[config.mk]
export PLATFORM = sky130hd
export DESIGN_NAME = arb_rrb_oht
export DESIGN_NICKNAME = d
export VERILOG_FILES = /design/src/rtl/arb_rrb_oht.sv
export SDC_FILE = /design/constraint.sdc
export NUM_CORES = 1
export LEC_CHECK = 0
export ABC_AREA = 0
export BUFFER_PORTS_ARGS = -buffer_cell sky130_fd_sc_hd__buf_2
export CAP_MARGIN = 0
export CORE_AREA = 2 2 97 99
export DETAILED_ROUTE_END_ITERATION = 8
export DIE_AREA = 0 0 99 101
export PLACE_DENSITY = 0.86
export SYNTH_ARGS = -nofsm -noshare
export SYNTH_HDL_FRONTEND = slang
export SYNTH_SLANG_ARGS = --single-unit
[constraint.sdc]
create_clock -name clk -period 5.2 [get_ports clk]
set_input_delay 1.04 -clock clk [delete_from_list [all_inputs] [get_ports clk]]
set_output_delay 1.04 -clock clk [all_outputs]
set_load 0.02 [all_outputs]
[src/rtl/arb_rrb_oht.sv]
// rtl/arb_rrb_oht.sv - round-robin packet arbiter with one-hot grant driving a one-hot mux
//
// mux_oht: one-hot selector.
//   sel  : one-hot (or zero) select
//   din  : WIDTH data inputs
//   dout : selected data, zero when sel is zero
//
// arb_rrb_oht: shares one output stream between WIDTH requesters; grant is held
// from the first presented beat until the last beat of the packet transfers.
//   clk, rst_n                : clock, asynchronous active-low reset
//   req_vld, req_lst, req_dat : per-requester beat valid / last flag / data
//   req_rdy                   : per-requester ready (gnt & out_rdy)
//   out_vld, out_lst, out_dat : shared output beat
//   out_rdy                   : shared output ready
//   gnt                       : one-hot (or zero) grant
//   lck                       : grant locked to a packet in progress

module mux_oht #(
    parameter type DAT_T          = logic [8-1:0],
    parameter int  WIDTH          = 16,
    parameter int  IMPLEMENTATION = 0
) (
    input  logic [WIDTH-1:0] sel,
    input  DAT_T [WIDTH-1:0] din,
    output DAT_T             dout
);
    generate
        if (IMPLEMENTATION == 0) begin : g_and_or
            // AND-OR tree: no encoder, relies on sel being one-hot.
            always_comb begin
                dout = '0;
                for (int i = 0; i < WIDTH; i++) begin
                    if (sel[i]) dout = dout | din[i];
                end
            end
        end else begin : g_encoded
            localparam int IW = (WIDTH > 1) ? $clog2(WIDTH) : 1;
            logic [IW-1:0] idx;
            logic          any;
            always_comb begin
                idx = '0;
                any = 1'b0;
                for (int i = 0; i < WIDTH; i++) begin
                    if (sel[i]) begin
                        idx = IW'(i);
                        any = 1'b1;
                    end
                end
                dout = any ? din[idx] : '0;
            end
        end
    endgenerate
endmodule

module arb_rrb_oht #(
    parameter type DAT_T          = logic [8-1:0],
    parameter int  WIDTH          = 16,
    parameter int  IMPLEMENTATION = 0
) (
    input  logic             clk,
    input  logic             rst_n,
    input  logic [WIDTH-1:0] req_vld,
    input  logic [WIDTH-1:0] req_lst,
    input  DAT_T [WIDTH-1:0] req_dat,
    output logic [WIDTH-1:0] req_rdy,
    output logic             out_vld,
    output logic             out_lst,
    output DAT_T             out_dat,
    input  logic             out_rdy,
    output logic [WIDTH-1:0] gnt,
    output logic             lck
);
    typedef enum logic {IDLE, LOCK} state_t;

    state_t           state;
    logic [WIDTH-1:0] ptr;
    logic [WIDTH-1:0] gnt_q;

    logic [WIDTH-1:0] masked;
    logic [WIDTH-1:0] cand;
    logic [WIDTH-1:0] gnt_int;
    logic             vld_int;
    logic             lst_int;
    logic             xfer;

    // Circular priority search: first look at requesters at or above the
    // pointer position; if none, wrap and take the lowest requester overall.
    // x & -x isolates the lowest set bit.
    always_comb begin
        masked = req_vld & ~(ptr - WIDTH'(1));
        if (|masked) cand = masked & (~masked + WIDTH'(1));
        else         cand = req_vld & (~req_vld + WIDTH'(1));
        gnt_int = (state == LOCK) ? gnt_q : cand;
        vld_int = |(gnt_int & req_vld);
        lst_int = |(gnt_int & req_lst);
        xfer    = vld_int & out_rdy;
    end

    mux_oht #(
        .DAT_T          (DAT_T),
        .WIDTH          (WIDTH),
        .IMPLEMENTATION (IMPLEMENTATION)
    ) u_mux (
        .sel  (gnt_int),
        .din  (req_dat),
        .dout (out_dat)
    );

    // Control outputs are gated by rst_n so they read zero while reset is held.
    assign gnt     = rst_n ? gnt_int : '0;
    assign req_rdy = gnt & {WIDTH{out_rdy}};
    assign out_vld = rst_n & vld_int;
    assign out_lst = rst_n & lst_int;
    assign lck     = rst_n & (state == LOCK);

    always_ff @(posedge clk or negedge rst_n) begin
        if (!rst_n) begin
            state <= IDLE;
            ptr   <= WIDTH'(1);
            gnt_q <= '0;
        end else if (xfer && lst_int) begin
            // Winner moves to lowest priority: pointer goes one past it.
            state <= IDLE;
            ptr   <= {gnt_int[WIDTH-2:0], gnt_int[WIDTH-1]};
            gnt_q <= '0;
        end else if (state == IDLE && vld_int) begin
            state <= LOCK;
            gnt_q <= gnt_int;
        end
    end
endmodule

==> run metrics, run 1 <==
status=finished clean; TritonCTS Buffers=5; fill count=797; worst-case reg-to-reg path depth=15; first-pass GRT wire length=31860 um; Yosys reg bits=33; Synth cell types=85; Nets=880; vias post-DR=5699; max-cap violations=0; diodes inserted=0; Routed WL per cell=25.93 um; Total Power=3.420 mW; WP data required=4160 ps; TritonCTS clock tree=built; Synth Cell Area=0.004065 mm2; hold_buf cts=0; htree depth=2; Post-Synth Adder-Cell Area=0.003078; placed insts=815; slew margin rel.=0.5095; syn nets=659; Pleak=2.740 nW; mux cell area share after synthesis=0.08033; share of layout cells above drive strength 1=0.4561; slowest CP cell=or3_1; largest family of logic cells by synthesized area=compound AO/OA/AOI/OAI gates; crit-path most repeated cell=nand3_1; critical path data arrival time=4040 ps; Worst-path clk slew=80 ps; GR Overflow Total=0; die height=101 um; Clock Tree Root=clkbuf_8; critical path fanouts, max=11; Tmin final=5079 ps; syn_area_per_cell=8.212 um2; Worst Setup End Kind=output pin; GPL Wtd Cong=1.070; area grow syn2layout=40.20%; Vias per Instance=6.883; Pre-antenna DRT Iters=6; Post-DRT Antenna Nets=0; final worst-path cycle share=0.9767; largest net degree at the start of global routing=43; post-DP HPWL=16830 um; Setup Skew=4.123 ps; Main synth FF type=dfrtp_1; Post-synth EDFFs=0; final WL=21470 um; core area=0.008977 mm2; Iter 0 DRT Violations=611; number of global-route vias before repair=5656; actual slew at the worst max-slew pin=729.0 ps; Synth Area in Simple Gates=0.3106; post-synthesis xor/xnor area fraction=0.006464; Max Fclk=196.9 MHz; die area=0.009999 mm2; clk sink count=33; worst-path cell chain=or3_1 -> nor3_2 -> a21oi_1 -> or2_2 -> nor2_1 -> o41ai_2 -> buf_4 -> a222oi_1 -> nand3_1 -> a2111oi_4 -> nand3_1 -> buf_2; Post-Layout Cell Count=828; clk_lat worst skew=290 ps; post-detailed-route DRC marker count=0; placement row count=35; PortBufs=205; Slew Limit Fails=0; fin util=0.6348; initial antenna violation count=1; Peak VDD IR=0.0003939 V; CP max stage delay=570 ps; Ys Warns=0; Setup CP Type=register to output pin; final-report hold violation count=0; Synth Area in Compound Gates=0.3346; register area share after synthesis=0.2034; initial core utilization=0.4528; final setup vio count=0; die width=99 um; Clock Tree Buf Depth=2; Hold Crit Depth=1; GR Util All Layers=0.4143; Hold Crit Class=register to register; Mapped Cells=495; I/O Pins=206; startpoint types=register; Worst Hold Slack=497.9 ps; pwr dens=600.2 mW/mm2; asr flop ratio synth=1.000
[cells in the mapped netlist, types with 7 or more instances]
cell type	instances	area [um2]
nand2_1	43	161.4
nand3_1	37	185.2
dfrtp_1	32	800.8
clkbuf_1	29	108.9
a22o_1	27	236.5
and2_1	23	143.9
and3_1	23	143.9
a222oi_1	19	190.2
a22oi_1	19	142.6
o21ai_0	16	80.08
nand2b_1	15	93.84
nor3_1	14	70.07
nor2_1	13	48.80
inv_1	12	45.04
mux2_4	11	165.2
a211oi_1	9	67.56
mux2_2	9	101.4
nor4_1	9	56.30
a221o_1	8	80.08
nor2b_1	7	43.79
[cell type report]
type                       count  area (um2)  share of cell area
inverter                      13       48.80            0.008562
timing repair buffer         255        1439              0.2525
tap                          111       138.9             0.02437
clock inverter                 3       17.52            0.003074
clock buffer                   5       68.82             0.01207
sequential                    33       827.0              0.1451
multi-input combinational    408        3159              0.5543
[stage by stage]
stage / TNS [ps] / worst slack (ps) / area, um2
6_report: 0 / 121.1 / 5699
4_1_cts: 0 / 0.9250 / 5537
3_3_place_gp: 0 / 174.1 / 5431
3_5_place_dp: 0 / 172.4 / 5431
5_1_grt: -85.93 / -64.68 / 5699
2_1_floorplan: 0 / 526.7 / 4065
[critical path, delay by kind of cell, from the launching register on]
family,cells,cell delay (ps)
buffers and inverters,2,370
AO/OA/AOI/OAI,4,1030
AND/OR/NAND/NOR,6,1850
flip-flops,1,490
[cells in the final DEF, fill, tap and decap left out, types with 3 or more instances in the layout]
cell and instances:
nand2_1 42, a211oi_1 8, nor4_1 6, mux2i_2 4, nand2b_1 14, a222oi_1 19
nor2_1 13, o31a_1 3, buf_4 47, a2111oi_0 4, o21a_1 3, or4_1 3
a22o_1 27, or3_1 5, and2_1 23, xnor2_1 3, buf_12 3, a22oi_1 19
a21boi_0 3, o21ai_1 4, nand3_1 37, nor2b_1 7, nor4_4 4, a221o_1 8
mux2_4 11, buf_2 205, clkbuf_8 5, inv_1 12, o21ai_0 12, a21oi_1 6
nor3_1 12, dfrtp_1 32, mux2_2 9, and3_1 23
[state kept, by name, summed over array words and instances, names as in the netlist]
name	count
gnt_q	16
ptr	16
state	1
[worst paths after layout]
path | slack [ps] | from | endpoint
setup / recovery | 120 | ptr[8] | out_dat[6]
hold / removal | 500 | gnt_q[6] | gnt_q[6]
setup reg to reg | 870 | ptr[0] | ptr[1]
hold reg to reg | 500 | gnt_q[6] | gnt_q[6]
max in group asynchronous | 3590 | rst_n | ptr[0]
min in group asynchronous | 760 | rst_n | gnt_q[14]
[layer usage]
| metal | GRT usage | share of wire | wire length [um] | up-vias |
|---|---|---|---|---|
| met4 | 0.2192 | 0.058 | 1245 | 0 |
| met3 | 0.08183 | 0.098 | 2103 | 121 |
| met1 | 0.4849 | 0.36 | 7714 | 2691 |
| met5 | 0 | 0 | 0 | - |
| met2 | 0.7152 | 0.48 | 10400 | 463 |
| li1 | - | - | - | 2424 |
[repair_timing]
action                     CTS  global route
setup endpoints to repair    2             9
setup buffers                1             4
gates cloned                 0             0
gates resized for setup      4            26
pin swaps                    0             4
[power breakdown]
part	leakage [nW]	switching, mW	internal, mW
combinational	2.25	1.64	1.14
sequential	0.442	0.0986	0.334
clock	0.0439	0.109	0.0925
[cell families (layout without fill, tap and decap cells)]
group           Yosys count  count (layout)
simple gates            216             216
compound gates          162             162
buf+inv                  54             276
flops                    33              33
mux                      26              26
xor+xnor                  3               3
fa+ha+maj                 1               1
Power figures use the tool's default switching activity.
==> inputs of run 2 (changes only) <==
Settings changed: RECOVER_POWER set to 25.
==> run 2 against run 1 <==
Against the previous run:
- the flow now finishes with violations (max-capacitance violations, max-slew violations)
- first-iteration DRC count stayed put
- sequential power about the same
- critical path depth unchanged
- cell area hardly changed
- setup slack got worse by 7.2 ps
- sequential share of layout area barely moved
- total power hardly changed
- utilization fell by 0.056 points
- global-route usage is the same
- critical path type unchanged
- largest cell class unchanged
==> run metrics, run 2 (synthesis gave the netlist of run 1 again) <==
final-report hold violation count=0 (unchanged); pwr dens=601.0 mW/mm2 (was 600.2 mW/mm2); final setup vio count=0 (unchanged); initial antenna violation count=1 (unchanged); GPL Wtd Cong=1.070 (unchanged); slew margin rel.=-0.1022 (was 0.5095); share of layout cells above drive strength 1=0.4533 (was 0.4561); Routed WL per cell=25.97 um (was 25.93 um); Slew Limit Fails=28 (was 0); first-pass GRT wire length=31860 um (unchanged); hold_buf cts=0 (unchanged); hold path start=gnt_q[6] (unchanged); number of global-route vias before repair=5656 (unchanged); Hold Crit Class=register to register (unchanged); clk_lat worst skew=290 ps (about the same); Post-DRT Antenna Nets=0 (unchanged); post-detailed-route DRC marker count=0 (unchanged); die height=101 um (unchanged); Max Fclk=196.6 MHz (was 196.9 MHz); post-DP HPWL=16830 um (unchanged); vias post-DR=5683 (was 5699); TritonCTS clock tree=built (unchanged); max-cap violations=2 (was 0); I/O Pins=206 (unchanged); GR Overflow Total=0 (unchanged); Clock Tree Root=clkbuf_8 (unchanged); critical path data arrival time=4050 ps (was 4040 ps); Pleak=2.734 nW (was 2.740 nW); Setup CP Type=register to output pin (unchanged); status=finished, violations left (was finished clean); clk sink count=33 (unchanged); Iter 0 DRT Violations=611 (unchanged); final WL=21510 um (was 21470 um); startpoint types=register (unchanged); Peak VDD IR=0.0003942 V (was 0.0003939 V); PortBufs=205 (unchanged); initial core utilization=0.4528 (unchanged); RR Startpoint=ptr[0] (unchanged); slowest CP cell=or3_1 (unchanged); failing checks=max-capacitance violations, max-slew violations; die width=99 um (unchanged); crit-path most repeated cell=nand3_1 (unchanged); TritonCTS Buffers=5 (unchanged); htree depth=2 (unchanged); core area=0.008977 mm2 (unchanged); PnR worst setup slack=113.9 ps (was 121.1 ps); final worst-path cycle share=0.9781 (was 0.9767); Nets=880 (unchanged); diodes inserted=0 (unchanged); Top Registers=gnt_q: 16 flops, ptr: 16 flops, state: 1 flops (unchanged); Worst-path clk slew=80 ps (about the same); most common cell after layout, fill and taps aside=buf_2 (unchanged); Vias per Instance=6.864 (was 6.883); Tmin final=5086 ps (was 5079 ps); Setup Skew=2.814 ps (was 4.123 ps); die area=0.009999 mm2 (unchanged); most frequent cells in the layout=buf_2 (204), buf_4 (46), nand2_1 (42), nand3_1 (37), dfrtp_1 (32) (was buf_2 (205), buf_4 (47), nand2_1 (42), nand3_1 (37), dfrtp_1 (32)); placement row count=35 (unchanged); worst-path cell chain=or3_1 -> nor3_2 -> a21oi_1 -> or2_2 -> nor2_1 -> o41ai_2 -> buf_4 -> a222oi_1 -> nand3_1 -> a2111oi_4 -> nand3_1 -> buf_2 (unchanged); Worst Setup End Kind=output pin (unchanged); setup_tns=0 ps (unchanged); Pre-antenna DRT Iters=7 (was 6); CP max stage delay=570 ps (about the same); Clock Tree Buf Depth=2 (unchanged); Setup WS pre-CTS=172.4 ps (unchanged); critical path fanouts, max=11 (unchanged); Total Power=3.422 mW (was 3.420 mW); WP data required=4160 ps (about the same); area grow syn2layout=40.07% (was 40.20%); Setup crit start=ptr[8] (unchanged); largest net degree at the start of global routing=43 (unchanged); actual slew at the worst max-slew pin=1653 ps (was 729.0 ps); GR Util All Layers=0.4143 (unchanged)
==> run 2: worst max-delay path: cells and delay by family, from the launching register on <==
kind / cells / cell delay (ps)
AOI/OAI and AO/OA: 4 / 1030
DFF: 1 / 490
buffers and inverters: 2 / 370
and+or+nand+nor: 6 / 1860
==> run 2: metal layers <==
| metal | GRT usage | share of wire | up-vias |
|---|---|---|---|
| met5 | 0 | 0 | - |
| met4 | 0.2192 | 0.056 | 0 |
| met3 | 0.08183 | 0.097 | 117 |
| met2 | 0.7152 | 0.49 | 458 |
| met1 | 0.4849 | 0.36 | 2684 |
| li1 | - | - | 2424 |
==> run 2: area by class of cell <==
class / instances / area (um2)
clock buffer: 5 / 68.82
clock inverter: 3 / 17.52
fill: 797 / 3283
inverter: 13 / 48.80
multi-input combinational: 408 / 3159
sequential: 33 / 827.0
tap: 111 / 138.9
timing repair buffer: 255 / 1434
==> run 2: repair_timing <==
action,4_1_cts,5_1_grt
buffers inserted,1,4
endpoints found under the setup margin,2,9
resized for setup,4,26
hold endpoints to repair,0,0
pin swaps,0,4
cloned,0,0
==> run 2: where the power goes <==
group          switching (mW)  internal (mW)
Combinational            1.65           1.14
Clock                   0.110         0.0926
Sequential             0.0990          0.334
Total                    1.85           1.57
==> run 2: worst paths after layout <==
kind,cells after the start,to,slack (ps)
worst max-delay path,12,out_dat[6],110
worst min-delay path,1,gnt_q[6],500
worst max register to register,15,ptr[1],860
worst min register to register,1,gnt_q[6],500
max in group asynchronous,2,gnt_q[8],1930
min in group asynchronous,1,gnt_q[14],1100
==> run 2: stage by stage <==
step	cells	cell area [um2]	util	hold WS [ps]
2_1_floorplan	495	4065	-	458.3
3_3_place_gp	815	5431	0.6050	474.3
3_5_place_dp	815	5431	0.6050	473.6
4_1_cts	824	5537	0.6167	491.0
5_1_grt	828	5694	0.6343	518.3
6_report	828	5694	0.6343	498.0
